### config.mk
export PLATFORM = sky130hd
export DESIGN_NAME = hex_scroll_ctrl
export DESIGN_NICKNAME = d
export VERILOG_FILES = /design/src/rtl/hex_pkg.sv /design/src/rtl/tick_gen.sv /design/src/rtl/hex_scroll_ctrl.sv
export SDC_FILE = /design/constraint.sdc
export NUM_CORES = 1
export LEC_CHECK = 0
export BUFFER_PORTS_ARGS = -buffer_cell sky130_fd_sc_hd__buf_2
export CAP_MARGIN = 20
export CELL_PAD_IN_SITES_DETAIL_PLACEMENT = 1
export CELL_PAD_IN_SITES_GLOBAL_PLACEMENT = 1
export CORE_UTILIZATION = 49
export CTS_BUF_LIST = sky130_fd_sc_hd__clkbuf_4
export CTS_CLUSTER_DIAMETER = 30
export DETAILED_ROUTE_END_ITERATION = 7
export HOLD_SLACK_MARGIN = 0.06
export PLACE_DENSITY_LB_ADDON = 0.1
export SLEW_MARGIN = 0
export SYNTH_ARGS = -nofsm -noshare
export SYNTH_HDL_FRONTEND = slang
export SYNTH_HIERARCHICAL = 1
export SYNTH_SLANG_ARGS = --single-unit
### constraint.sdc
create_clock -name clk_i -period 5.64 [get_ports clk_i]
set_input_delay 0.282 -clock clk_i [delete_from_list [all_inputs] [get_ports clk_i]]
set_output_delay 0.282 -clock clk_i [all_outputs]
set_load 0.01 [all_outputs]
### src/rtl/hex_pkg.sv
// Shared definitions for the HEX display message sequencer.
package hex_pkg;

    localparam int HEX_W = 4;
    localparam logic [HEX_W-1:0] BLANK_CODE = 4'hF;

    typedef enum logic [1:0] {
        IDLE   = 2'd0,
        SHOW   = 2'd1,
        SCROLL = 2'd2
    } state_e;

endpackage

### src/rtl/tick_gen.sv
// Prescaler: counts 0..DIV-1 while enabled and pulses tick_o on the last count.
// When disabled or cleared the count returns to 0, so a fresh enable always
// waits a full DIV cycles before the first tick.
module tick_gen #(
    parameter int DIV = 10
) (
    input  logic clk_i,
    input  logic rst_n_i,
    input  logic en_i,
    input  logic clr_i,
    output logic tick_o
);

    localparam int CW = (DIV > 2) ? $clog2(DIV) : 1;
    localparam logic [CW-1:0] LAST = CW'(DIV - 1);

    logic [CW-1:0] cnt_q, cnt_d;

    assign tick_o = en_i && (cnt_q == LAST);

    // Next count: hold at zero unless enabled, wrap after the last count.
    always_comb begin
        cnt_d = cnt_q;
        if (clr_i || !en_i || (cnt_q == LAST)) cnt_d = '0;
        else                                    cnt_d = cnt_q + CW'(1);
    end

    // Count register.
    always_ff @(posedge clk_i or negedge rst_n_i) begin
        if (!rst_n_i) cnt_q <= '0;
        else          cnt_q <= cnt_d;
    end

endmodule

### src/rtl/hex_scroll_ctrl.sv
// Message sequencer for the six HEX displays: holds a circular digit buffer
// (message followed by blanks), shows a N_HEX-wide window of it and, while
// scrolling, slides the window one position per prescaler tick.
module hex_scroll_ctrl
    import hex_pkg::*;
#(
    parameter int CLK_HZ   = 50_000_000,
    parameter int STEP_HZ  = 2,
    parameter int N_DIGITS = 8,
    parameter int N_HEX    = 6
) (
    input  logic                      clk_i,
    input  logic                      rst_n_i,
    input  logic                      load_i,
    input  logic [HEX_W*N_DIGITS-1:0] msg_i,
    input  logic                      run_i,
    output logic [HEX_W*N_HEX-1:0]    digit_out_o,
    output logic [$clog2(N_DIGITS+N_HEX)-1:0] pos_o,
    output logic                      wrap_o,
    output logic                      busy_o
);

    localparam int L        = N_DIGITS + N_HEX;
    localparam int PW       = $clog2(L);
    localparam int TICK_DIV = CLK_HZ / STEP_HZ;
    localparam logic [PW-1:0] LAST = PW'(L - 1);
    localparam logic [PW:0]   L_W  = (PW+1)'(L);

    state_e                          state_q, state_d;
    logic [PW-1:0]                   pos_q, pos_d;
    logic                            wrap_q, wrap_d;
    logic [L-1:0][HEX_W-1:0]         buf_q, buf_d;
    logic [N_HEX-1:0][HEX_W-1:0]     dig_q, dig_d;
    logic                            tick;

    tick_gen #(.DIV(TICK_DIV)) u_tick (
        .clk_i   (clk_i),
        .rst_n_i (rst_n_i),
        .en_i    (state_q == SCROLL),
        .clr_i   (load_i),
        .tick_o  (tick)
    );

    // Buffer capture: message digits first (top nibble = entry 0), then blanks.
    always_comb begin
        buf_d = buf_q;
        if (load_i) begin
            for (int i = 0; i < N_DIGITS; i++)
                buf_d[i] = msg_i[HEX_W*(N_DIGITS-1-i) +: HEX_W];
            for (int i = N_DIGITS; i < L; i++)
                buf_d[i] = BLANK_CODE;
        end
    end

    // FSM next state and window position; load overrides any tick that cycle.
    always_comb begin
        state_d = state_q;
        pos_d   = pos_q;
        wrap_d  = 1'b0;
        case (state_q)
            IDLE:    state_d = IDLE;
            SHOW:    if (run_i)  state_d = SCROLL;
            SCROLL:  if (!run_i) state_d = SHOW;
            default: state_d = IDLE;
        endcase
        if (load_i) begin
            state_d = run_i ? SCROLL : SHOW;
            pos_d   = '0;
        end else if (tick) begin
            pos_d  = (pos_q == LAST) ? '0 : pos_q + PW'(1);
            wrap_d = (pos_q == LAST);
        end
    end

    // Window mux from next-state values so outputs track load/tick one edge later.
    // Display g = 0 is HEX5 (top nibble); index wraps by a single subtract.
    for (genvar g = 0; g < N_HEX; g++) begin : g_disp
        logic [PW:0] sum, idx;
        assign sum = {1'b0, pos_d} + (PW+1)'(g);
        assign idx = (sum >= L_W) ? sum - L_W : sum;
        assign dig_d[N_HEX-1-g] = buf_d[idx[PW-1:0]];
    end

    // State, buffer, position and output registers.
    always_ff @(posedge clk_i or negedge rst_n_i) begin
        if (!rst_n_i) begin
            state_q <= IDLE;
            pos_q   <= '0;
            wrap_q  <= 1'b0;
            buf_q   <= {L{BLANK_CODE}};
            dig_q   <= {N_HEX{BLANK_CODE}};
        end else begin
            state_q <= state_d;
            pos_q   <= pos_d;
            wrap_q  <= wrap_d;
            buf_q   <= buf_d;
            dig_q   <= dig_d;
        end
    end

    assign digit_out_o = dig_q;
    assign pos_o       = pos_q;
    assign wrap_o      = wrap_q;
    assign busy_o      = (state_q == SCROLL);

endmodule

## Word level (Yosys, flattened, before mapping)

Cells that the tools add are included.

- Bitwise operators: 0
- $mul: 0
- Reduce and logical (&&, ||, !) cells: 5
- Add/sub/neg operators: 13
- Eq/ne operators: 6
- Multiplexer cells: 30
- $lt $le $gt $ge: 12
- Shifts and indexed selects: 0
- Div/mod/pow operators: 0

Operators with widths:

| operator | count |
|---|---|
| 4-bit binary-select mux with 4-bit select | 6 |
| 4-bit 2-to-1 mux | 15 |
| 56-bit 2-to-1 mux | 1 |
| 4-bit by 5-bit less-than comparator with 1-bit output (second input constant) | 6 |
| 25-bit by 1-bit adder with 25-bit output (second input constant) | 1 |
| 25-bit == test (second input constant) | 1 |
| 5-bit by 4-bit >= comparator with 1-bit output (second input constant) | 5 |
| 25-bit 2-to-1 mux | 1 |
| 4-bit subtractor (second input constant) | 6 |
| 4-bit by 2-bit adder with 5-bit output (second input constant) | 2 |
| 4-bit by 3-bit adder with 5-bit output (second input constant) | 2 |
| 2-bit 2-to-1 mux | 4 |
| 3-bit inequality test (second input constant) | 2 |
| 4-bit by 1-bit adder with 5-bit output (second input constant) | 1 |
| 4-bit by 1-bit adder with 4-bit output (second input constant) | 1 |
| 4-bit == test (second input constant) | 1 |
| 4-bit >= comparator (second input constant) | 1 |
| 2-bit one-hot mux with 2 select lines | 1 |
| 2-bit by 1-bit == test with 1-bit output (second input constant) | 1 |
| 2-bit == test (second input constant) | 1 |
| 1-bit logical OR | 2 |
| 1-bit 2-to-1 mux | 2 |
| 2-bit AND reduction | 1 |
| 1-bit logical AND | 1 |
| 1-bit logical NOT | 1 |

- Logic and storage cells: 90
- Register bits after elaboration: 112
- Output and inout bits: 30
- Memory bits (writable): 0
- Bits in latches: 0
- Input port bits: 36
- Memories kept: 0
- Bits in read-only memories: 0

## Logic depth before layout (Yosys ltp)

- Depth in word-level cells: 9
- Gate-level depth with buffers: 22
- Mapped depth without buffers: 18

## Modules after synthesis

The synthesis kept the hierarchy.

By module, submodules not included:

| module | instances | cells an instance | sequential area each (sq um) | area each (sq um) |
|---|---|---|---|---|
| hex_scroll_ctrl | 1 | 631 | 2277.2 | 6426.2 |
| tick_gen | 1 | 137 | 625.6 | 1312.5 |

## Worst setup path after synthesis

OpenSTA, ideal clock, no wires.

- Path type: register to register
- Start point: reg u_tick.cnt_q[15]
- End point: reg dig_q (netlist bit digit_out_o[10])
- Arrival time: 4963 ps
- Stages on the path, launching flop included: 21
- Data required time: 5558 ps
- Period minus slack after synthesis: 5045 ps
- Path slack: 595 ps
- Setup time: 82 ps
- Cell sequence: dfrtp_1 > nor4_1 > nand3b_1 > nor4_1 > buf_4 > xnor2_1 > or3_1 > buf_6 > buf_2 > buf_2 > buf_2 > ha_1 > xnor2_1 > clkbuf_1 > ha_1 > inv_1 > o31ai_1 > a21oi_4 > xnor2_2 > mux4_2 > mux2_2

RTL lines:

| item | RTL line | source |
|---|---|---|
| start: declaration | tick_gen.sv:17 | `logic [CW-1:0] cnt_q, cnt_d;` |
| start signal: assignment | tick_gen.sv:31 | `else cnt_q <= cnt_d;` |
| end signal: assignment | hex_scroll_ctrl.sv:91 | `dig_q <= {N_HEX{BLANK_CODE}};` |
| end signal: assignment | hex_scroll_ctrl.sv:97 | `dig_q <= dig_d;` |
| end: declaration | hex_scroll_ctrl.sv:33 | `logic [N_HEX-1:0][HEX_W-1:0] dig_q, dig_d;` |

==> impl_metrics.tcl <==
set metrics [dict create \
    cts_root_buffer "clkbuf_4" \
    crit_cells 18 \
    synth_edf_count 0 \
    ys_dominant_reg_cell "dfstp_2" \
    syn_to_final_growth_pct 13.3 \
    synth-simple-area-share_pct 14.5 \
    grt_pass1_wl_mm 38.2 \
    p_leak_nw 3.52 \
    routed_wl_mm 23.8 \
    r2r_setup_slack_ns 0.51 \
    synth-seq-cells 112 \
    finalInstanceArea_um2 8770 \
    drtPass1Iterations 5 \
    port_buffers 65 \
    synth.area.top_cells "dfstp_2 27%, mux2i_1 11%, dfrtp_1 10%, mux2_2 8.0%, mux4_2 4.1%" \
    syn_nets 819 \
    drtAntennaViolNets 0 \
    synthAdderAreaFrac_pct 2.52 \
    hp-class "input port to flop" \
    grt_pass1_vias 6950 \
    crit_start "u_tick/cnt_q[2]" \
    synth_area_um2 7740 \
    crit_type "flop to flop" \
    overflow 0 \
    worstPathArrival_ns 5.61 \
    rows 45 \
    synth_mux_area_share_pct 23.5 \
    ir_drop_uv 137 \
    finalCritPeriodShare_pct 90.9 \
    die_w_um 128 \
    required_ns 6.13 \
    coreArea_um2 15300 \
    instances_no_fill 1069 \
    syn_avg_cell_area_um2 10.1 \
    final.setup_skew_ns 0.0300 \
    via_per_inst 6.22 \
    gp_congestion 0.940 \
    rsz0062_at_grt "no" \
    synth_top_family_by_area "multiplexers" \
    cts_tree "built" \
    start_kind "flop" \
    drive_gt1_share_pct 33.4 \
    synth-compound-area-share_pct 15.3 \
    slew_violations 0 \
    cts_resized 0 \
    dp_cells 1018 \
    rr_endpoint "digit_out_o[1]" \
    post_drt_wl_per_cell_um 22.2 \
    nets 903 \
    die_area_um2 16300 \
    final_cell_mix "87 x mux2i_1, 80 x dfstp_2, 77 x nor2_1, 64 x buf_2, 55 x mux2_2" \
    critPathSlowestCell "or3_2" \
    io_pins 66 \
    relSlewSlack_pct 27.6 \
    yosysTopAreaCell "dfstp_2" \
    ys_warn_count 6 \
    cp_max_fo 29 \
    clockBufferDepth 2 \
    cts_max_level 3 \
    crit_end "digit_out_o[1]" \
    grt_max_degree 69 \
    grtUsageTotal_pct 30.7 \
    drc 0 \
    path_buf_inv 4 \
    syn-instance-count 768 \
    reg2reg_from "u_tick/cnt_q[2]" \
    slowest_delay_ns 0.53 \
    clock_latency_ns 0.52 \
    num_vias 6651 \
    final_common_cell "mux2i_1" \
    final-setup-viol-count 0 \
    worst_slack_ns 0.514 \
    finalSetupTns_ns 0 \
    fmax_mhz 195 \
    dr.first_iter.drc_count 458 \
    p_per_area_nw_per_um2 186 \
    antenna_found_initial 1 \
    clk_pin_slew_ns 0.21 \
    pre_cts_ws_ns 0.597 \
    status "finished clean" \
    cts_made_buffers 9 \
    n_fill_cell 1724 \
    yosysTopAreaCellShare_pct 27.2 \
    max-cap-violations 0 \
    cts_sinks 112 \
    worst_slew_pin_slew_ns 1.08 \
    crit_family "simple AND/OR/NAND/NOR gates" \
    min_period_ns 5.13 \
    power_mw 1.63 \
    synth.lib_cells_used.distinct 68 \
    crit_chain "and4_2, nand3_1, nor4_1, buf_4, xnor2_1, or3_2, inv_4, buf_4, ha_1, nand2b_1, a2111oi_0, a211o_1, a31oi_1, xnor2_1, buf_4, mux2_2, a221oi_1, a21o_1" \
    async_reset_ff_share_pct 100 \
    placed_area_um2 8260 \
    start_util_pct 50.5 \
    die_h_um 128 \
    yosysSeqAreaShare_pct 37.5 \
    crit_top_cell "buf_4" \
    synth-xor-area-share_pct 2.44 \
    hpwlAfterDp_mm 16.8 \
    cp-end-kind "flop" \
    hold_viol 0 \
    r2r_cells 18 \
]
## registers in the layout, summed over array words and instances (netlist names)
name	count
digit_out_o	24
state_q	2
pos_o	4
u_tick/cnt_q	25
buf_q	56
wrap_o	1
## Yosys cell counts, types with 10 or more instances
cell and instances:
or2_2 19, xnor2_1 12, dfrtp_1 32, a31oi_1 12, nand2_1 38, nor3_1 13, o221ai_1 10, mux2i_1 87
mux2_2 55, clkbuf_1 16, buf_2 16, dfstp_2 80, nand3_1 15, o21ai_0 20, ha_1 14, nor2_1 77
mux4_2 14, inv_1 31, a21oi_1 44
## worst register-to-register path: cells and delay by family (launching register included)
family	cells	cell delay (ns)
compound gates	5	1.25
xor+xnor	2	0.29
fa+ha+maj	1	0.35
buf+inv	4	0.97
flops	1	0.52
mux	1	0.36
simple gates	5	1.38
## power breakdown
group / switching (mW) / internal [mW] / total [mW]
Clock: 0.316 / 0.148 / 0.464
Combinational: 0.152 / 0.123 / 0.275
Sequential: 0.0147 / 0.877 / 0.892
## how the worst min path moves through the flow
| stage | from | slack, ns | endpoint | cells after the start |
|---|---|---|---|---|
| floorplan | rst_n_i | -0.01 | pos_o[0] | 0 |
| global placement | rst_n_i | 0.44 | u_tick/cnt_q[20] | 1 |
| detailed placement | rst_n_i | 0.46 | u_tick/cnt_q[20] | 1 |
| CTS | load_i | 0.24 | wrap_o | 2 |
| global route | load_i | 0.30 | wrap_o | 2 |
| finish | load_i | 0.26 | wrap_o | 2 |
## final cells by class
cell class              instances  area, um2  area share [%]
flip-flops and latches        112       2900            33.1
inverters                      34        130            1.48
multi-input cells             581       4530            51.6
repair buffers                114        781            8.90
clock buffers                   9       67.6           0.770
well taps                     211        264            3.01
clock inverters                 7       97.6            1.11
diodes                          1       2.50          0.0285
## routing by layer
metal | wire [um] | GRT usage, %
met1 | 9980 | 38.2
met2 | 11500 | 52.2
met3 | 1210 | 4.76
met4 | 1050 | 15.0
met5 | 0 | 0
## cell families after synthesis
kind of cell               Yosys count
and+or+nand+nor                    221
AOI/OAI and AO/OA                  169
muxes                              157
DFF                                112
buffers and inverters               75
xor gates and xnor gates            19
adders and majority gates           15
## timing repair
item,in CTS,in global routing
hold buffers,34,0
buffers inserted,0,0
setup endpoints to repair,0,0
hold endpoints to repair,60,0
## through the flow
stage / hold WS [ns] / utilization, %
2_1_floorplan: -0.0136 / -
6_report: 0.256 / 57.3
3_3_place_gp: 0.435 / 54.0
5_1_grt: 0.300 / 57.3
4_1_cts: 0.237 / 57.3
3_5_place_dp: 0.456 / 54.0
No activity file was read; power rests on OpenSTA's default activity.
